===== config.mk =====
export PLATFORM = sky130hd
export DESIGN_NAME = switch_box_config_loader
export DESIGN_NICKNAME = d
export VERILOG_FILES = /design/src/rtl/switch_box_config_loader.sv
export SDC_FILE = /design/constraint.sdc
export NUM_CORES = 1
export LEC_CHECK = 0
export BUFFER_PORTS_ARGS = -buffer_cell sky130_fd_sc_hd__buf_2
export CORE_MARGIN = 2
export CORE_UTILIZATION = 40
export CTS_CLUSTER_SIZE = 25
export DETAILED_ROUTE_END_ITERATION = 8
export GPL_TIMING_DRIVEN = 0
export PLACE_DENSITY = 0.65
export SYNTH_ARGS = -nofsm -noshare
export SYNTH_HDL_FRONTEND = slang
export SYNTH_SLANG_ARGS = --single-unit
export TNS_END_PERCENT = 20

===== constraint.sdc =====
create_clock -name clk -period 2.1 [get_ports clk]
set_input_delay 0.105 -clock clk [delete_from_list [all_inputs] [get_ports clk]]
set_output_delay 0.105 -clock clk [all_outputs]
set_load 0.01 [all_outputs]

===== src/rtl/switch_box_config_loader.sv =====
// Switch-box configuration sequencer: unpacks header/payload packets into one-hot tile writes.
// Optional trailing-checksum word per packet is enabled by defining CFG_CHECKSUM_EN.
module switch_box_config_loader #(
   parameter int NUM_TILES = 16
) (
   input  logic                 clk,
   input  logic                 reset,
   input  logic [31:0]          cfg_in_data,
   input  logic                 cfg_in_valid,
   output logic                 cfg_in_ready,
   input  logic                 err_clear,
   output logic [31:0]          config_data,
   output logic [NUM_TILES-1:0] config_en,
   output logic                 busy,
   output logic                 done,
   output logic                 error,
   output logic [1:0]           err_code
);

   localparam logic [7:0]           MAGIC      = 8'hC5;
   localparam logic [8:0]           TILE_LIMIT = 9'(NUM_TILES);
   localparam logic [NUM_TILES-1:0] EN_ONE     = NUM_TILES'(1'b1);

   localparam logic [1:0] CODE_NONE  = 2'd0;
   localparam logic [1:0] CODE_MAGIC = 2'd1;
   localparam logic [1:0] CODE_RANGE = 2'd2;
`ifdef CFG_CHECKSUM_EN
   localparam logic [1:0] CODE_CSUM  = 2'd3;
`endif

`ifdef CFG_CHECKSUM_EN
   typedef enum logic [1:0] {
      ST_IDLE    = 2'd0,
      ST_PAYLOAD = 2'd1,
      ST_CHECK   = 2'd2,
      ST_ERROR   = 2'd3
   } state_t;
`else
   typedef enum logic [1:0] {
      ST_IDLE    = 2'd0,
      ST_PAYLOAD = 2'd1,
      ST_ERROR   = 2'd3
   } state_t;
`endif

   state_t                state_q, state_d;
   logic [8:0]            tile_ptr_q, tile_ptr_d;
   logic [7:0]            remaining_q, remaining_d;
   logic                  ready_q, ready_d;
   logic [31:0]           config_data_q, config_data_d;
   logic [NUM_TILES-1:0]  config_en_q, config_en_d;
   logic                  busy_q, busy_d;
   logic                  done_q, done_d;
   logic                  error_q, error_d;
   logic [1:0]            err_code_q, err_code_d;
`ifdef CFG_CHECKSUM_EN
   logic [31:0]           csum_q, csum_d;
`endif

   logic                  xfer_s;
   logic                  word_err_s;
   logic [7:0]            hdr_magic_s;
   logic [7:0]            hdr_first_s;
   logic [7:0]            hdr_count_s;

   assign xfer_s      = cfg_in_valid & ready_q;
   assign hdr_magic_s = cfg_in_data[31:24];
   assign hdr_first_s = cfg_in_data[15:8];
   assign hdr_count_s = cfg_in_data[7:0];

   // Next-state and next-output computation for the packet sequencer.
   always_comb begin
      state_d       = state_q;
      tile_ptr_d    = tile_ptr_q;
      remaining_d   = remaining_q;
      config_data_d = config_data_q;
      config_en_d   = '0;
      done_d        = 1'b0;
      error_d       = error_q;
      err_code_d    = err_code_q;
      word_err_s    = 1'b0;
`ifdef CFG_CHECKSUM_EN
      csum_d        = csum_q;
`endif

      case (state_q)
         ST_IDLE: begin
            if (xfer_s) begin
`ifdef CFG_CHECKSUM_EN
               csum_d = cfg_in_data;
`endif
               if (hdr_magic_s != MAGIC) begin
                  state_d    = ST_ERROR;
                  error_d    = 1'b1;
                  err_code_d = CODE_MAGIC;
               end else if (hdr_count_s == 8'd0) begin
`ifdef CFG_CHECKSUM_EN
                  state_d = ST_CHECK;
`else
                  state_d = ST_IDLE;
                  done_d  = 1'b1;
`endif
               end else begin
                  tile_ptr_d  = {1'b0, hdr_first_s};
                  remaining_d = hdr_count_s;
                  state_d     = ST_PAYLOAD;
               end
            end else begin
               state_d = ST_IDLE;
            end
         end

         ST_PAYLOAD: begin
            if (xfer_s) begin
`ifdef CFG_CHECKSUM_EN
               csum_d = csum_q ^ cfg_in_data;
`endif
               word_err_s = (tile_ptr_q >= TILE_LIMIT);
               if (word_err_s) begin
                  error_d    = 1'b1;
                  err_code_d = CODE_RANGE;
               end else begin
                  config_data_d = cfg_in_data;
                  config_en_d   = EN_ONE << tile_ptr_q;
               end
               // Pointer is 9 bits so 255+1 lands on 256 (out of range) instead of wrapping.
               tile_ptr_d  = tile_ptr_q + 9'd1;
               remaining_d = remaining_q - 8'd1;
               if (remaining_q == 8'd1) begin
`ifdef CFG_CHECKSUM_EN
                  state_d = ST_CHECK;
`else
                  if (error_q | word_err_s) begin
                     state_d = ST_ERROR;
                  end else begin
                     state_d = ST_IDLE;
                     done_d  = 1'b1;
                  end
`endif
               end else begin
                  state_d = ST_PAYLOAD;
               end
            end else begin
               state_d = ST_PAYLOAD;
            end
         end

`ifdef CFG_CHECKSUM_EN
         ST_CHECK: begin
            if (xfer_s) begin
               if (cfg_in_data != csum_q) begin
                  state_d = ST_ERROR;
                  error_d = 1'b1;
                  // An earlier range error keeps its code.
                  if (error_q) begin
                     err_code_d = err_code_q;
                  end else begin
                     err_code_d = CODE_CSUM;
                  end
               end else if (error_q) begin
                  state_d = ST_ERROR;
               end else begin
                  state_d = ST_IDLE;
                  done_d  = 1'b1;
               end
            end else begin
               state_d = ST_CHECK;
            end
         end
`endif

         ST_ERROR: begin
            if (err_clear) begin
               state_d    = ST_IDLE;
               error_d    = 1'b0;
               err_code_d = CODE_NONE;
            end else begin
               state_d = ST_ERROR;
            end
         end

         default: begin
            state_d    = ST_ERROR;
            error_d    = 1'b1;
            err_code_d = err_code_q;
         end
      endcase

      ready_d = (state_d != ST_ERROR);
`ifdef CFG_CHECKSUM_EN
      busy_d  = (state_d == ST_PAYLOAD) || (state_d == ST_CHECK);
`else
      busy_d  = (state_d == ST_PAYLOAD);
`endif
   end

   // State and registered outputs; ready stays low for the edge on which reset is released.
   always_ff @(posedge clk or posedge reset) begin
      if (reset) begin
         state_q       <= ST_IDLE;
         tile_ptr_q    <= 9'd0;
         remaining_q   <= 8'd0;
         ready_q       <= 1'b0;
         config_data_q <= 32'd0;
         config_en_q   <= '0;
         busy_q        <= 1'b0;
         done_q        <= 1'b0;
         error_q       <= 1'b0;
         err_code_q    <= 2'd0;
`ifdef CFG_CHECKSUM_EN
         csum_q        <= 32'd0;
`endif
      end else begin
         state_q       <= state_d;
         tile_ptr_q    <= tile_ptr_d;
         remaining_q   <= remaining_d;
         ready_q       <= ready_d;
         config_data_q <= config_data_d;
         config_en_q   <= config_en_d;
         busy_q        <= busy_d;
         done_q        <= done_d;
         error_q       <= error_d;
         err_code_q    <= err_code_d;
`ifdef CFG_CHECKSUM_EN
         csum_q        <= csum_d;
`endif
      end
   end

   assign cfg_in_ready = ready_q;
   assign config_data  = config_data_q;
   assign config_en    = config_en_q;
   assign busy         = busy_q;
   assign done         = done_q;
   assign error        = error_q;
   assign err_code     = err_code_q;

endmodule


# Word level (Yosys, flattened, before mapping)
# Index checks and enable logic that the tools add are counted.
[classes] addsub=2 magnitude_cmp=1 eq_ne=13 shifts=1 mux=40 bitwise_logic=3 reduce_logical=8
[ops] cell="$mux 16" n=3
[ops] cell="$mux 9" n=4
[ops] cell="$mux 8" n=4
[ops] cell="$mux 2" n=11
[ops] cell="$pmux 9 s2" n=1
[ops] cell="$ne 2x2->1 const B" n=8
[ops] cell="$pmux 8 s2" n=1
[ops] cell="$shl 1x9->16 const A" n=1
[ops] cell="$mux 1" n=12
[ops] cell="$pmux 2 s3" n=2
[ops] cell="$reduce_and 5->1" n=2
[ops] cell="$add 9x1->9 const B" n=1
[ops] cell="$ge 9x5->1 const B" n=1
[ops] cell="$eq 8x1->1 const B" n=1
[ops] cell="$logic_not 8->1" n=1
[ops] cell="$ne 8x8->1 const B" n=1
[ops] cell="$sub 8x1->8 const B" n=1
[ops] cell="$reduce_and 6->1" n=1
[ops] cell="$eq 2x1->1 const B" n=2
[ops] cell="$pmux 1 s3" n=1
[ops] cell="$reduce_and 3->1" n=1
[ops] cell="$reduce_bool 3->1" n=1
[ops] cell="$eq 2x2->1 const B" n=1
[ops] cell="$logic_not 2->1" n=1
[ops] cell="other kinds (5)" n=5
[totals] regBits=73

# Depth between registers and ports, before layout
# Gate-level depths: netlist of run 1.
[logic_depth] depth_word=7 mapped_depth=8

# Least setup slack after synthesis of run 1
# No wires, ideal clock.
[synth_timing] path_type="flip-flop to flip-flop" start="register state_q[0]" end="register tile_ptr_q[2]" arrival_time_ns=1.864 required_time_ns=1.974 setup_slack_ns=0.110 path_stages_with_launch=9 n_path_buf=2 period_less_slack_ns=1.990 path_cell_list="dfrtp_1 > inv_1 > ha_1 > buf_4 > nand3_2 > a2111oi_4 > buf_4 > o22ai_1 > a221o_1"
[synth_via] elab_chain_cells=3 elab_cells_between_ends=9 classes_between="5 x eq/ne; 1 x mux; 3 x reduce/logical"
[synth_lines] element="from (decl)" line="46" rtl="state_t state_q, state_d;"
[synth_lines] element="from (signal assigned)" line="214" rtl="state_q <= state_d;"
[synth_lines] element="$eq 2x1->1 or $logic_not 2->1 (tied branches)" line="86" rtl="case (state_q)"
[synth_lines] element="$ne 2x2->1 (no line) or $reduce_bool 2->1 (tied branches)"
[synth_lines] element="$reduce_and 5->1 (no line)"
[synth_lines] element="to (signal assigned)" line="215" rtl="tile_ptr_q <= tile_ptr_d;"
[synth_lines] element="to (decl)" line="47" rtl="logic [8:0] tile_ptr_q, tile_ptr_d;"
# Several ways; a longest one is shown, not always the timed one.
# A chain may end at the register's enable or synchronous reset.

# Final worst setup path of run 1
[layout_timing] start="register state_q[0]" end="register remaining_q[3]"
[layout_via] elab_chain_cells=3 elab_cells_between_ends=9 classes_between="5 x eq/ne; 1 x mux; 3 x reduce/logical"
[layout_lines] element="$eq 2x1->1 or $logic_not 2->1 (tied branches)" line="86"
[layout_lines] element="$ne 2x2->1 (no line) or $reduce_bool 2->1 (tied branches)"
[layout_lines] element="$reduce_and 5->1 (no line)"
[layout_lines] element="to (signal assigned)" line="216" rtl="remaining_q <= remaining_d;"
[layout_lines] element="to (decl)" line="48" rtl="logic [7:0] remaining_q, remaining_d;"
# Several ways; a longest one is shown, not always the timed one.

==> results of run 1 <==
## state kept, by name (all words and copies together), names as in the netlist
register      count
done              1
busy              1
config_en        16
error             1
tile_ptr_q        9
remaining_q       8
config_data      32
state_q           2
err_code          2
cfg_in_ready      1
## worst paths after layout
| path | slack [ps] | endpoint | depth (start not counted) |
|---|---|---|---|
| min in group asynchronous | 280 | config_data[8] | 3 |
| worst max register to register | 70 | remaining_q[3] | 8 |
| max in group asynchronous | 1270 | config_data[27] | 4 |
| worst max-delay path | 70 | remaining_q[3] | 8 |
| worst min-delay path | 20 | config_data[1] | 3 |
| worst min register to register | 470 | config_data[21] | 2 |
## cell usage in the layout (no fill, tap or decap), drive strengths merged, types with 2 or more instances in the layout
cell	count
a2111oi	5
a211o	3
a211oi	5
a21oi	5
a221o	7
a221oi	2
and2	5
and3	3
buf	110
bufinv	3
clkbuf	17
dfrtp	73
dlygate4sd3	29
ha	8
inv	19
mux2i	5
nand2	106
nand2b	2
nand3	11
nand4	3
nand4bb	2
nor2	15
nor3	21
nor4	5
o2111ai	2
o211ai	2
o21ai	11
o22ai	3
o2bb2ai	2
o32ai	2
or2	3
or3	2
## through the flow
stage,area (um^2),power [mW],hold slack [ps]
global placement,4113,4.511,295.8
detailed placement,4143,4.594,117.2
global route,4780,6.519,25.25
floorplan,3532,3.751,210.4
finish,4780,6.069,24.89
CTS,4700,6.018,5.094
## layer usage
layer | wire [um] | vias up | part of all wire | track usage
met2 | 4396 | 116 | 0.48 | 0.3177
met5 | 0 | - | 0 | 0
li1 | - | 1562 | - | -
met4 | 185 | 0 | 0.020 | 0.09295
met1 | 4050 | 1521 | 0.44 | 0.2542
met3 | 532 | 15 | 0.058 | 0.04009
## worst max-delay path: stages, from the launching register on
cell and delay (ps):
dfrtp_1 420, inv_2 70, ha_1 150, buf_6 120, nand3_4 90, a2111oi_4 450, buf_4 200, nor2_1 60
a221o_1 350
## cell families after synthesis
kind of cell | Yosys count | share of synthesized area
multiplexers | 5 | 0.01417
adder cells (fa/ha/maj) | 8 | 0.02834
AO/OA/AOI/OAI | 59 | 0.1336
flip-flops | 73 | 0.5172
AND/OR/NAND/NOR | 185 | 0.2561
buffers and inverters | 38 | 0.05065
## what timing repair did
action	in CTS	in global routing
resized for setup	3	10
setup buffers	2	5
pin swaps	1	2
hold buffers	29	0
endpoints found under the hold margin	55	0
endpoints found under the setup margin	15	50
## area by class of cell
type / count / share of cell area
Clock inverter: 6 / 0.02408
Tap cell: 108 / 0.02827
Timing Repair Buffer: 126 / 0.1707
Multi-Input combinational cell: 257 / 0.3275
Clock buffer: 10 / 0.02670
Buffer: 20 / 0.02592
Sequential cell: 73 / 0.3822
Inverter: 18 / 0.01466
## power by group through the flow
stage                     sequential (mW)  clock (mW)  combinational (mW)
after floorplan                      2.40           0                1.35
after global placement               2.24           0                2.27
after detailed placement             2.27           0                2.33
after CTS                            2.24        1.37                2.40
after global routing                 2.30        1.43                2.79
final                                2.24        1.34                2.48
## Yosys cell counts, drive strengths merged (3+ instances only)
library cell | number | area (um^2)
nand4 | 3 | 18.77
mux2i | 5 | 50.05
nor2 | 15 | 56.30
dfrtp | 73 | 1827
and3 | 3 | 18.77
ha | 8 | 100.1
a221o | 7 | 70.07
a2111oi | 5 | 62.56
nor4 | 5 | 50.05
o21ai | 11 | 55.05
or2 | 3 | 18.77
a211o | 3 | 26.28
buf | 13 | 85.08
and2 | 5 | 31.28
nand2 | 106 | 397.9
nand3 | 11 | 65.06
nor3 | 21 | 120.1
o22ai | 3 | 18.77
a211oi | 5 | 37.54
clkbuf | 7 | 26.28
inv | 18 | 67.56
a21oi | 5 | 25.02
==> flow_summary.toml, run 1 <==
[clock_network]
tritoncts_num_sinks = 73
tritoncts.num_buffers = 9
ctsHtreeMaxLevel = 3
ctsLongestPathBuffers = 2
tritoncts_clock_tree = "built"
clk_latency_ps = 360
clock_slew_seen_by_the_registers_of_the_worst_setup_and_hold_paths_ps = 80
clockRootBuffer = "clkbuf_8"

[worst_setup_path]
crit_arrival_ps = 2270
setup.worst_path.end_class = "flop"
kind_of_launch_point_of_the_worst_setup_path = "flop"
r2r-start = "state_q[0]"
crit_type = "reg2reg"
worst_path_required_ps = 2340
crit_start = "state_q[0]"
critical_path.max_fanout = 5

[placed_design]
io_buffer_count = 89
pre_cts_ws_ps = -197.5
hpwl_mm = 6.526
gp_routability_congestion = 0.8724
dpl.cell_count = 566

[floorplanning]
initial_core_util = 0.4090
placement_rows = 34
die_height_um = 97.97
fp.coreArea_mm2 = 0.008636
ports_placed_on_the_boundary = 90
die_span_in_x_um = 97.97
die_area_mm2 = 0.009598

[timing]
final_period_utilization = 0.9666
finalClockSkew_ps = 9.166
timing_hold_violations_final = 0
tightestPinTransition_ps = 738.8
finalWorstSetupSlack_ps = 70.11
finalSetupViolations = 0
maxSlewViolCount = 0
final.setup.tns_ps = 0
worst_slew_margin_rel = 0.5005
fmaxAchievable_mhz = 492.6
layout_min_cycle_time_ps = 2030

[routing]
remaining_number_of_nets_flagged_by_the_antenna_check_after_routing = 0
remaining_drc_errors = 0
drtIter0Drc = 155
postRouteWirelength_mm = 9.165
route.detailed.vias_per_inst = 5.201
wl_per_cell_um = 14.83
firstDrtPassIters = 4
detailed_route_via_count = 3214

[run_status]
status = "finished, final reports clean"

[cells_and_area]
area_delta_synth_final_pct = 35.32
finalCoreUtilization = 0.5535
area_taken_by_multi_input_logic_gates_mm2 = 0.001565
fraction_of_layout_cells_with_a_size_suffix_above_1 = 0.2824
final.fill_count = 787
stdcell_count = 618
regArea_mm2 = 0.001827
num_antenna_cells = 0
layout_net_count = 549

[power]
ir_worst_vdd_uv = 469.5
seq_power_share = 0.369
combPwrFrac = 0.409
p_int_mw = 3.734
clockPowerShare = 0.222
p_per_area_mw_per_mm2 = 1270
p_leak_nw = 2.388
net_switching_component_of_the_power_mw = 2.335
swShare = 0.3848

[global_route]
first_global_vias = 3220
grt_first_pass_wirelength_mm = 15.32
antenna_found_initial = 0
grtUsageTotal = 0.1966
grt_max_degree = 48
globalRoute.totalOverflow = 0

[logic_synthesis]
syn-cell-area_mm2 = 0.003532
ys_types = 57
synth_enable_flop_cells = 0
ys_warn_count = 0
postSynthRegisterBits = 73
instance_count_of_the_mapped_netlist = 368
postSynthNetCount = 412
synth-async-reset-ratio = 1.000
ys_dominant_reg_cell = "dfrtp_1"
synth.yosys.seq_area_share = 0.5172
postSynthAreaPerCell_um2 = 9.598

[min_path]
hold_path.class = "in2reg"
launch_instance_of_the_worst_min_delay_path = "cfg_in_data[1]"

[flow_run]
cap_violations = 0
(Power assumes the default switching activity.)
==> run 2: changes to the inputs <==
CELL_PAD_IN_SITES_DETAIL_PLACEMENT = 0   (was default)
CELL_PAD_IN_SITES_GLOBAL_PLACEMENT = 1   (was default)
CORE_UTILIZATION = 36   (was 40)
PLACE_DENSITY = default   (was 0.65)
PLACE_DENSITY_LB_ADDON = 0.1   (was default)
==> flow_summary.toml, run 2 (synthesized netlist as in run 1, its figures left out) <==
[global_route]
first_global_vias = 3006
globalRoute.totalOverflow = 0
grt_first_pass_wirelength_mm = 15.39
antenna_found_initial = 0
grt_max_degree = 64
global_route.usage.met1 = 0.2618
global_route.usage.met3 = 0.04136
grtUsageTotal = 0.1880
use_met2 = 0.2952
grt_busiest_layer = "met2"

[worst_setup_path]
crit_arrival_ps = 2200
worst_path_required_ps = 2320
critical_path.max_fanout = 10
r2r-start = "state_q[0]"
crit_type = "in2reg"
setup.worst_path.end_class = "flop"
r2r_end = "tile_ptr_q[2]"
worstSetupEndpoint = "remaining_q[2]"
kind_of_launch_point_of_the_worst_setup_path = "primary input"
crit_start = "cfg_in_data[27]"
ff2ff_setup_slack_ps = 130
ff2ff_path_depth = 9

[routing]
wl_per_cell_um = 14.83
drtIter0Drc = 104
detailed_route_via_count = 3166
route.detailed.vias_per_inst = 4.909
postRouteWirelength_mm = 9.566
remaining_number_of_nets_flagged_by_the_antenna_check_after_routing = 0
firstDrtPassIters = 4
remaining_drc_errors = 0

[cells_and_area]
stdcell_count = 645
final_cell_area_mm2 = 0.004786
layout_net_count = 551
area_delta_synth_final_pct = 35.49
final_cell_mix = "nand2_1 (106), buf_2 (95), dfrtp_1 (73), dlygate4sd3_1 (29), nor3_1 (17)"
fraction_of_layout_cells_with_a_size_suffix_above_1 = 0.2969
largest_reg_flops = 32
num_antenna_cells = 0
mostFrequentLayoutCell = "nand2_1"

[floorplanning]
die_area_mm2 = 0.01062
fp.coreArea_mm2 = 0.009639
ports_placed_on_the_boundary = 90
placement_rows = 36
initial_core_util = 0.3664
die_span_in_x_um = 103.1
die_height_um = 103.1

[clock_network]
clk_latency_ps = 350
clock_slew_seen_by_the_registers_of_the_worst_setup_and_hold_paths_ps = 70
ctsLongestPathBuffers = 2
ctsHtreeMaxLevel = 3
tritoncts_clock_tree = "built"
tritoncts_num_sinks = 73
tritoncts.num_buffers = 9
clockRootBuffer = "clkbuf_8"

[power]
post-layout-total-power_mw = 5.750
ir_worst_vdd_uv = 538.6
p_per_area_mw_per_mm2 = 1201
p_leak_nw = 2.371

[flow_run]
cap_violations = 0

[placed_design]
pre_cts_ws_ps = -236.7
dpl.cell_count = 591
detailed_place.area_mm2 = 0.004174
io_buffer_count = 89
gp_routability_congestion = 0.8347
hpwl_mm = 6.604

[timing]
maxSlewViolCount = 0
timing_hold_violations_final = 0
tightestPinTransition_ps = 791.7
final_period_utilization = 0.9414
finalClockSkew_ps = 5.851
fmaxAchievable_mhz = 505.9
finalSetupViolations = 0
worst_slew_margin_rel = 0.4647
layout_min_cycle_time_ps = 1977
rsz0062_at_grt = "yes"
finalWorstSetupSlack_ps = 123.1

[min_path]
hold_path.class = "in2reg"
launch_instance_of_the_worst_min_delay_path = "cfg_in_data[3]"

[run_status]
status = "finished, final reports clean"
==> run 2: area by class of cell <==
| cell class | instances | area, um^2 |
|---|---|---|
| Timing Repair Buffer | 128 | 830.8 |
| Tap cell | 133 | 166.4 |
| Multi-Input combinational cell | 257 | 1597 |
| Sequential cell | 73 | 1827 |
| Clock inverter | 6 | 42.54 |
| Clock buffer | 10 | 127.6 |
| Inverter | 18 | 70.07 |
| Fill cell | 952 | 4853 |
| Buffer | 20 | 125.1 |
==> run 2: power breakdown <==
group          switching [mW]  total [mW]  internal, mW
Clock                   0.557       0.988         0.431
Combinational            1.47        2.52          1.04
Sequential              0.339        2.24          1.91
Total                    2.37        5.75          3.38
==> run 2: worst max-delay path, stage by stage <==
cell and delay (ps):
dlygate4sd3_1 550, buf_2 130, nand4bb_1 180, clkbuf_1 240
a211o_1 410, buf_4 220, a211oi_1 300, a221oi_2 60
==> run 2: per-layer routing <==
metal / share of wire / routed length (um) / vias to the layer above
met2: 0.45 / 4352 / 97
met1: 0.47 / 4531 / 1481
li1: - / - / 1571
met4: 0.017 / 159 / 0
met5: 0 / 0 / -
met3: 0.055 / 523 / 17
==> run 2: worst min path at each step <==
stage | slack [ps] | to | cells after the start
floorplan | 210 | config_data[0] | 2
global placement | 300 | config_data[22] | 3
finish | 30 | config_data[3] | 3
CTS | 9 | config_data[3] | 3
detailed placement | 30 | config_data[18] | 2
global route | 20 | config_data[3] | 3
==> run 2: what timing repair did <==
| action | CTS | global route |
|---|---|---|
| hold endpoints to repair | 101 | 0 |
| hold buffers | 29 | 0 |
| setup buffers | 3 | 6 |
| setup endpoints to repair | 15 | 51 |
| pin swaps | 1 | 4 |
| gates resized for setup | 6 | 16 |
==> run 2: stage by stage <==
step | TNS [ps] | hold WS, ps | utilization
3_5_place_dp | -2023 | 29.70 | 0.4330
2_1_floorplan | 0 | 210.4 | -
6_report | 0 | 27.35 | 0.4965
3_3_place_gp | -63510 | 296.3 | 0.4299
4_1_cts | 0 | 9.042 | 0.4852
5_1_grt | -11.59 | 21.53 | 0.4965
==> run 3: changes to the inputs <==
GPL_TIMING_DRIVEN = default   (was 0)
REMOVE_ABC_BUFFERS = 1   (was default)
==> flow_summary.toml, run 3 (synthesized netlist as in run 1, its figures left out) <==
[timing]
layout_min_cycle_time_ps = 2003
hold_slack_ps = 28.35
rsz0062_at_grt = "no"
maxSlewViolCount = 0
finalSetupViolations = 0
tightestPinTransition_ps = 533.9
worst_slew_margin_rel = 0.6413
fmaxAchievable_mhz = 499.3
final.setup.tns_ps = 0
timing_hold_violations_final = 0
final_period_utilization = 0.9538
finalClockSkew_ps = 8.841

[clock_network]
ctsHtreeMaxLevel = 3
tritoncts.num_buffers = 9
clock_slew_seen_by_the_registers_of_the_worst_setup_and_hold_paths_ps = 80
clockRootBuffer = "clkbuf_8"
clk_latency_ps = 350
ctsLongestPathBuffers = 2
tritoncts_num_sinks = 73
tritoncts_clock_tree = "built"

[floorplanning]
die_area_mm2 = 0.01062
die_span_in_x_um = 103.1
fp.coreArea_mm2 = 0.009639
initial_core_util = 0.3664
placement_rows = 36
ports_placed_on_the_boundary = 90
die_height_um = 103.1

[power]
clockPowerShare = 0.211
p_per_area_mw_per_mm2 = 1236
p_int_mw = 3.610
seq_power_share = 0.379
p_leak_nw = 2.401
net_switching_component_of_the_power_mw = 2.312
combPwrFrac = 0.410
swShare = 0.3904
ir_worst_vdd_uv = 693.7

[routing]
firstDrtPassIters = 4
route.detailed.vias_per_inst = 4.903
remaining_drc_errors = 0
detailed_route_via_count = 3148
highest_layer = "met4"
remaining_number_of_nets_flagged_by_the_antenna_check_after_routing = 0
routedLengthMet1_mm = 4.245
wl_per_cell_um = 14.71
routed-wl-met3_um = 387
postRouteWirelength_mm = 9.444
drtIter0Drc = 85
met2_length_mm = 4.747

[cells_and_area]
final_cell_mix = "nand2_1 (106), buf_2 (89), dfrtp_1 (73), dlygate4sd3_1 (29), buf_4 (26)"
layout_net_count = 548
fraction_of_layout_cells_with_a_size_suffix_above_1 = 0.2947
largest_reg_flops = 32
mostFrequentLayoutCell = "nand2_1"
final_cell_area_mm2 = 0.004792
area_delta_synth_final_pct = 35.67
num_antenna_cells = 0
stdcell_count = 642

[global_route]
grt_first_pass_wirelength_mm = 15.06
globalRoute.totalOverflow = 0
grtUsageTotal = 0.1860
grt_max_degree = 42
antenna_found_initial = 0
first_global_vias = 2960

[worst_setup_path]
crit_arrival_ps = 2240
worst_path_required_ps = 2330
critical_path.max_fanout = 6
kind_of_launch_point_of_the_worst_setup_path = "primary input"
crit_type = "in2reg"
setup.worst_path.end_class = "flop"

[min_path]
hold_path.class = "in2reg"

[placed_design]
detailed_place.area_mm2 = 0.004247
gp_routability_congestion = 0.8682
hpwl_mm = 6.608
io_buffer_count = 89
dpl.cell_count = 596

[run_status]
status = "finished, final reports clean"

[flow_run]
cap_violations = 0
run 3: changes by cell type in the layout (fill, tap and decap cells not counted), moves of 4 or more:
cell,change
clkbuf_1,-5
buf_6,-4
buf_4,+15
buf_2,-6
run 3: final cells by class:
cell class | instances | area [um^2]
fillers | 982 | 4847
flip-flops and latches | 73 | 1827
multi-input cells | 257 | 1555
repair buffers | 145 | 950.9
well taps | 133 | 166.4
clock buffers | 9 | 123.9
clock inverters | 7 | 101.3
inverters | 18 | 67.56
run 3: what timing repair did:
action / in CTS / in global routing
setup endpoints to repair: 0 / 8
endpoints found under the hold margin: 40 / 0
setup buffers: 0 / 1
gates resized for setup: 0 / 3
hold buffers: 29 / 0
run 3: final timing paths:
check                                      from              end  slack, ps  cells past startpoint
max in group asynchronous                 reset            error       1250                      4
worst min register to register  config_data[10]  config_data[10]        470                      2
min in group asynchronous                 reset  config_data[22]        250                      3
worst min-delay path            cfg_in_data[13]  config_data[13]         30                      3
worst max register to register    tile_ptr_q[8]     config_en[3]        130                      3
worst max-delay path            cfg_in_data[27]    tile_ptr_q[8]        100                      8
run 3: worst max-delay path, cell delays in order:
cell	delay (ps)
dlygate4sd3_1	530
buf_2	130
nand4bb_4	240
buf_4	190
a2111oi_4	440
buf_4	190
nor2_1	50
a221o_1	360
run 3: stage by stage:
step           power [mW]    util  setup slack (ps)
6_report            5.922  0.4971             97.04
5_1_grt             6.431  0.4971             9.928
4_1_cts             5.997  0.4940             84.83
3_5_place_dp        4.675  0.4406             107.2
3_3_place_gp        4.644  0.4406             132.0
2_1_floorplan       3.673       -            -659.2
run 3: power by group through the flow:
stage	sequential [mW]	combinational [mW]	clock, mW
finish	2.24	2.43	1.25
floorplan	2.43	1.24	0
detailed placement	2.27	2.40	0
CTS	2.25	2.45	1.30
global placement	2.26	2.38	0
global route	2.32	2.75	1.36
run 3: per-layer routing:
metal / GRT usage / vias up
li1: - / 1553
met1: 0.2526 / 1503
met2: 0.3002 / 85
met3: 0.04068 / 7
met4: 0.05364 / 0
met5: 0 / -
